===== src/rtl/ascon_permutation_ctrl.sv =====
// Ascon permutation sequencer: holds the 320-bit state and applies one full
// round (constant addition, substitution, linear diffusion) per clock for a
// requested number of rounds, always finishing on the last round index.
module ascon_permutation_ctrl #(
  parameter int unsigned MAX_ROUNDS = 12
) (
  input  logic                 clock,
  input  logic                 reset,
  input  logic                 i_start,
  input  logic [3:0]           i_num_rounds,
  input  logic [0:4][63:0]     i_state,
  output logic [0:4][63:0]     o_state,
  output logic [3:0]           o_round,
  output logic                 o_busy,
  output logic                 o_done
);

  localparam logic [3:0] MAX_R  = 4'(MAX_ROUNDS);
  localparam logic [3:0] LAST_R = 4'(MAX_ROUNDS - 1);

  typedef enum logic [1:0] {
    S_IDLE,
    S_RUN,
    S_DONE
  } fsm_t;

  fsm_t             cur_st, nxt_st;
  logic [0:4][63:0] state_reg, state_nxt;
  logic [0:4][63:0] add_out, sub_out, dif_out;
  logic [3:0]       round_reg, round_nxt;
  logic [3:0]       n_clamped;

  function automatic logic [63:0] ror(input logic [63:0] x, input int unsigned n);
    return (x >> n) | (x << (64 - n));
  endfunction

  // Bitsliced 5-bit S-box applied to all 64 columns at once
  function automatic logic [0:4][63:0] substitution(input logic [0:4][63:0] s);
    logic [63:0] x0, x1, x2, x3, x4;
    logic [63:0] t0, t1, t2, t3, t4;
    x0 = s[0]; x1 = s[1]; x2 = s[2]; x3 = s[3]; x4 = s[4];
    x0 = x0 ^ x4; x4 = x4 ^ x3; x2 = x2 ^ x1;
    t0 = ~x0 & x1; t1 = ~x1 & x2; t2 = ~x2 & x3; t3 = ~x3 & x4; t4 = ~x4 & x0;
    x0 = x0 ^ t1; x1 = x1 ^ t2; x2 = x2 ^ t3; x3 = x3 ^ t4; x4 = x4 ^ t0;
    x1 = x1 ^ x0; x0 = x0 ^ x4; x3 = x3 ^ x2; x2 = ~x2;
    return {x0, x1, x2, x3, x4};
  endfunction

  function automatic logic [0:4][63:0] diffusion(input logic [0:4][63:0] s);
    logic [0:4][63:0] d;
    d[0] = s[0] ^ ror(s[0], 19) ^ ror(s[0], 28);
    d[1] = s[1] ^ ror(s[1], 61) ^ ror(s[1], 39);
    d[2] = s[2] ^ ror(s[2],  1) ^ ror(s[2],  6);
    d[3] = s[3] ^ ror(s[3], 10) ^ ror(s[3], 17);
    d[4] = s[4] ^ ror(s[4],  7) ^ ror(s[4], 41);
    return d;
  endfunction

  // Round datapath: constant is {15-r, r} XORed into the low byte of word 2
  always_comb begin
    add_out          = state_reg;
    add_out[2][7:0]  = state_reg[2][7:0] ^ {~round_reg, round_reg};
    sub_out          = substitution(add_out);
    dif_out          = diffusion(sub_out);
  end

  assign n_clamped = (i_num_rounds > MAX_R) ? MAX_R : i_num_rounds;

  // Next-state, next round index and next state-register contents
  always_comb begin
    nxt_st    = cur_st;
    round_nxt = round_reg;
    state_nxt = state_reg;
    case (cur_st)
      S_IDLE: begin
        if (i_start) begin
          state_nxt = i_state;
          round_nxt = MAX_R - n_clamped;
          nxt_st    = (n_clamped == 4'd0) ? S_DONE : S_RUN;
        end
      end
      S_RUN: begin
        state_nxt = dif_out;
        if (round_reg == LAST_R) begin
          nxt_st = S_DONE;
        end else begin
          round_nxt = round_reg + 4'd1;
        end
      end
      S_DONE: begin
        nxt_st    = S_IDLE;
        round_nxt = '0;
      end
      default: nxt_st = S_IDLE;
    endcase
  end

  // State, round counter and FSM registers
  always_ff @(posedge clock or posedge reset) begin
    if (reset) begin
      cur_st    <= S_IDLE;
      round_reg <= '0;
      state_reg <= '0;
    end else begin
      cur_st    <= nxt_st;
      round_reg <= round_nxt;
      state_reg <= state_nxt;
    end
  end

  assign o_state = state_reg;
  assign o_round = round_reg;
  assign o_busy  = (cur_st == S_RUN);
  assign o_done  = (cur_st == S_DONE);

endmodule


===== config.mk =====
export PLATFORM = sky130hd
export DESIGN_NAME = ascon_permutation_ctrl
export DESIGN_NICKNAME = d
export VERILOG_FILES = /design/src/rtl/ascon_permutation_ctrl.sv
export SDC_FILE = /design/constraint.sdc
export NUM_CORES = 2
export LEC_CHECK = 0
export ABC_AREA = 1
export CAP_MARGIN = 0
export CORE_MARGIN = 2
export CORE_UTILIZATION = 40
export CTS_CLUSTER_SIZE = 24
export DETAILED_ROUTE_END_ITERATION = 8
export HOLD_SLACK_MARGIN = 0.15
export PLACE_DENSITY = 0.69
export REMOVE_ABC_BUFFERS = 1
export SLEW_MARGIN = 30
export SYNTH_ARGS = -nofsm -noshare
export SYNTH_HDL_FRONTEND = slang
export SYNTH_SLANG_ARGS = --single-unit

===== constraint.sdc =====
create_clock -name clock -period 34.6 [get_ports clock]
set_input_delay 8.65 -clock clock [delete_from_list [all_inputs] [get_ports clock]]
set_output_delay 8.65 -clock clock [all_outputs]
set_load 0.02 [all_outputs]

[After elaboration in Yosys (flattened, before gate mapping)]
Cells that the tools add are included.
Widths: inputs -> output; s select.
Storage, ports and cells
  bits in registers: 326
  bits in latches: 0
  bits in writable memories: 0
  memory bits (read-only): 0
  bits of input ports: 327
  output and inout port bits: 326
  word-level logic and storage cells: 77
  memories kept: 0
Operators by class
  add/subtract/negate cells: 2
  multiply operators: 0
  div/mod/pow operators: 0
  $lt $le $gt $ge: 1
  equality and inequality tests: 6
  shifts and indexed selects: 0
  muxes and demuxes: 10
  bitwise gates (word level): 44
  reductions and logical operators: 7
Operators with widths (number)
  $xor 64x64->64: 21
  $pmux 320 s2: 1
  $not 64->64: 6
  $and 64x64->64: 5
  $mux 320: 1
  $or 23x64->64: 1
  $or 25x64->64: 1
  $or 3x64->64: 1
  $or 36x64->64: 1
  $or 45x64->64: 1
  $or 47x64->64: 1
  $or 54x64->64: 1
  $or 57x64->64: 1
  $or 58x64->64: 1
  $or 63x64->64: 1
  $mux 4: 3
  $pmux 4 s3: 1
  $xor 8x8->8: 1
  $mux 2: 3
  $add 4x1->4 const B: 1
  $eq 4x4->1 const B: 1
  $gt 4x4->1 const B: 1
  $logic_not 4->1: 1
  $ne 2x2->1 const B: 2
  other kinds (11): 12

[Logic depth before layout (Yosys ltp)]
  word-level depth: 11
  gate-level depth with buffers: 16
  depth with buffers taken out: 15

[Least setup slack after synthesis]
OpenSTA, ideal clock, no wires.
  path type: input-to-reg
  from: input i_num_rounds[1]
  to: register cur_st[1]
  setup time: 0.083 ns
  arrival: 9.679 ns
  data required time: 34.517 ns
  slack: 24.838 ns
  cell stages on the path: 10
  path buffers: 0
  cells stage by stage: o21ai_0 -> or2_2 -> nand2_1 -> ha_1 -> inv_1 -> nor2_1 -> nand2_1 -> o21ai_0 -> nand2_1 -> o21ai_0
On the way
  longest elaborated chain between the ends: 6
RTL lines
  start: declaration: line 10  | input logic [3:0] i_num_rounds,
  $gt 4x4->1: line 67  | assign n_clamped = (i_num_rounds > MAX_R) ? MAX_R : i_num_rounds;
  $mux 4 (*): line 67
  $logic_not 4->1 (*): line 79  | nxt_st = (n_clamped == 4'd0) ? S_DONE : S_RUN;
  $mux 2 (*): line 79
  $mux 2 (*): line 76  | if (i_start) begin
  $pmux 2 s2 (*): line 74  | case (cur_st)
  end signal: assignment: line 105  | cur_st <= nxt_st;
  end: declaration: line 27  | fsm_t cur_st, nxt_st;
Mark *: on every way between the ends. The rest lies on a longest branch, timed or not. The select of a mux whose other input is x is not followed.
A chain may end at the register's enable or synchronous reset.

==> flow_metrics.env <==
export IMPL_syn_inst=6219
export IMPL_tns_ns=0
export IMPL_crit_path_end_kind="asynchronous set/reset pin"
export IMPL_grtUsageTotal_pct=42.0
export IMPL_clock_sinks=326
export IMPL_post_cts_resized=0
export IMPL_synth_edf_count=0
export IMPL_drive_gt1_share_pct=3.62
export IMPL_synth_top_area_share_pct=29.4
export IMPL_cts_clk_slew_worst_paths_ns=0.06
export IMPL_die_y_um=306
export IMPL_fmax_mhz=87.5
export IMPL_routabilityCongestion=1.09
export IMPL_ys_seq_area_share_pct=22.4
export IMPL_critPathMaxFanout=102
export IMPL_wirelength_um=204000
export IMPL_crit_type="in -> async"
export IMPL_hold_class="reg -> reg"
export IMPL_numCtsBuffers=43
export IMPL_cap_violations=0
export IMPL_netlist_area_um2=36500
export IMPL_cp_arrival_ns=12.08
export IMPL_first_global_vias=40300
export IMPL_synth_seq_cells=326
export IMPL_syn_area_per_cell_um2=5.86
export IMPL_dieWidth_um=306
export IMPL_via_per_inst=5.64
export IMPL_h_tree_depth=2
export IMPL_drt_initial_drc_count=5639
export IMPL_report_final_setup_viol=0
export IMPL_nets=7257
export IMPL_synth_flop_cell="dfrtp_1"
export IMPL_grt_overflow_total=0
export IMPL_first_pass_iters=9
export IMPL_drcViolationCount=0
export IMPL_num_rows=110
export IMPL_rsz0062_at_grt="false"
export IMPL_cts_buffer_depth=3
export IMPL_placed_area_um2=44000
export IMPL_synth_async_sr_flop_share_pct=100
export IMPL_finalCritPeriodShare_pct=33.0
export IMPL_cts_tree="yes"
export IMPL_antenna_found_initial=15
export IMPL_root_buffer="clkbuf_16"
export IMPL_dp_final_hpwl_um=169000
export IMPL_area_growth_pct=24.9
export IMPL_hold_worst_slack_ns=0.522
export IMPL_tightest_slew_ns=1.14
export IMPL_synth_top_area_cell="nand2_1"
export IMPL_dieArea_um2=93600
export IMPL_cts_hold_buffers_added=0
export IMPL_core_um2=90100
export IMPL_startpoint_type="input port"
export IMPL_hold_viol=0
export IMPL_vias=45200
export IMPL_netlist_top_cells_area="nand2_1, dfrtp_1, nand3_1"
export IMPL_start_util_pct=40.4
export IMPL_status="complete, no violations"
export IMPL_relSlewSlack_pct=23.5
export IMPL_ant_nets=0
export IMPL_grt_max_degree=157
export IMPL_post_drt_wl_per_cell_um=25.4
export IMPL_fin_skew_ns=0.0292
export IMPL_ys_types=38
export IMPL_fin_area_um2=45500
export IMPL_portBuffers=652
export IMPL_slew_violations=0
export IMPL_grt_pass1_wl_um=283000
export IMPL_fin_crit_ns=11.43
export IMPL_cp_required_ns=35.25
export IMPL_ys_warn_count=0
export IMPL_clock_latency_ns=0.61
export IMPL_io_pin_count=653
export IMPL_post_cts_buffers=0
[worst paths after layout]
check / start / endpoint / slack, ns / cells past startpoint
min in group asynchronous: reset / o_state[78] / 8.56 / 2
hold reg to reg: o_state[126] / o_state[126] / 0.52 / 2
setup reg to reg: cur_st[1] / o_state[137] / 30.08 / 8
max in group clock: i_start / o_state[225] / 23.17 / 9
hold / removal: o_state[126] / o_state[126] / 0.52 / 2
setup / recovery: reset / o_state[100] / 23.17 / 5
[logic make-up (layout without fill, tap and decap cells)]
logic type / after synthesis / in the layout / share of synthesized area, %
XOR/XNOR: 321 / 321 / 10.8
adder cells (fa/ha/maj): 134 / 134 / 4.60
flip-flops: 326 / 326 / 22.4
AND/OR/NAND/NOR: 4290 / 4290 / 48.1
AO/OA/AOI/OAI: 487 / 487 / 7.07
other: 0 / 8 / 0
buffers and inverters: 661 / 1271 / 7.13
[synth_stat cells (all sizes together), types with 68 or more instances]
cell and count:
nand3 705, nor2 524, inv 517, o22ai 68
a21oi 79, nand2 2906, xor2 149, xnor2 172
buf 90, ha 134, dfrtp 326, nand4 126
o21ai 328
[sequential cells by signal, indices dropped and copies added, names as in the netlist]
register	count
o_state	320
o_round	4
cur_st	2
[metal layers]
layer,part of all wire [%],up-vias,global-route usage [%]
li1,-,21000,-
met1,39,21200,53.7
met2,43,2498,64.1
met3,11,479,9.58
met4,7.4,16,25.9
met5,0.043,-,0
[stage by stage]
stage / util, % / setup WS [ns] / cells
6_report: 50.5 / 23.17 / 8013
5_1_grt: 50.5 / 22.71 / 8005
4_1_cts: 50.5 / 23.01 / 8005
2_1_floorplan: - / 9.74 / 6075
3_5_place_dp: 48.8 / 22.41 / 7927
3_3_place_gp: 48.8 / 22.40 / 7927
[final cells by class]
class | instances | area [um^2]
fillers | 9236 | 44600
multi-input cells | 5232 | 25700
flip-flops and latches | 326 | 8160
repair buffers | 676 | 6720
inverters | 517 | 1960
well taps | 1176 | 1470
clock buffers | 59 | 1230
clock inverters | 19 | 256
diodes | 8 | 20.0
[critical path, stage by stage]
cell             delay [ns]
clkdlybuf4s50_1        0.49
inv_8                  0.51
buf_4                  0.77
buf_4                  0.78
buf_4                  0.67
[cell usage in the layout (no fill, tap or decap), types with 3 or more instances in the layout]
cell type,count
buf_4,22
xor2_1,130
bufinv_16,6
nand2b_1,3
nand3b_1,20
nand3_1,705
xnor2_4,47
dfrtp_1,326
o211ai_1,4
a31oi_1,3
o21ai_0,185
inv_1,499
clkbuf_16,43
a21boi_2,3
inv_2,16
clkinv_2,10
a21oi_1,78
diode_2,8
o21ai_1,142
clkbuf_1,7
nor2_1,524
clkbuf_8,9
nand4_1,126
ha_1,133
xor2_2,19
o22ai_1,68
clkdlybuf4s50_1,652
nand2_2,45
xnor2_2,12
xnor2_1,113
nand2_1,2859
Power is left out: the tool's default activity adds up to more than one toggle a clock period on the data nets, which glitch-free logic cannot reach.
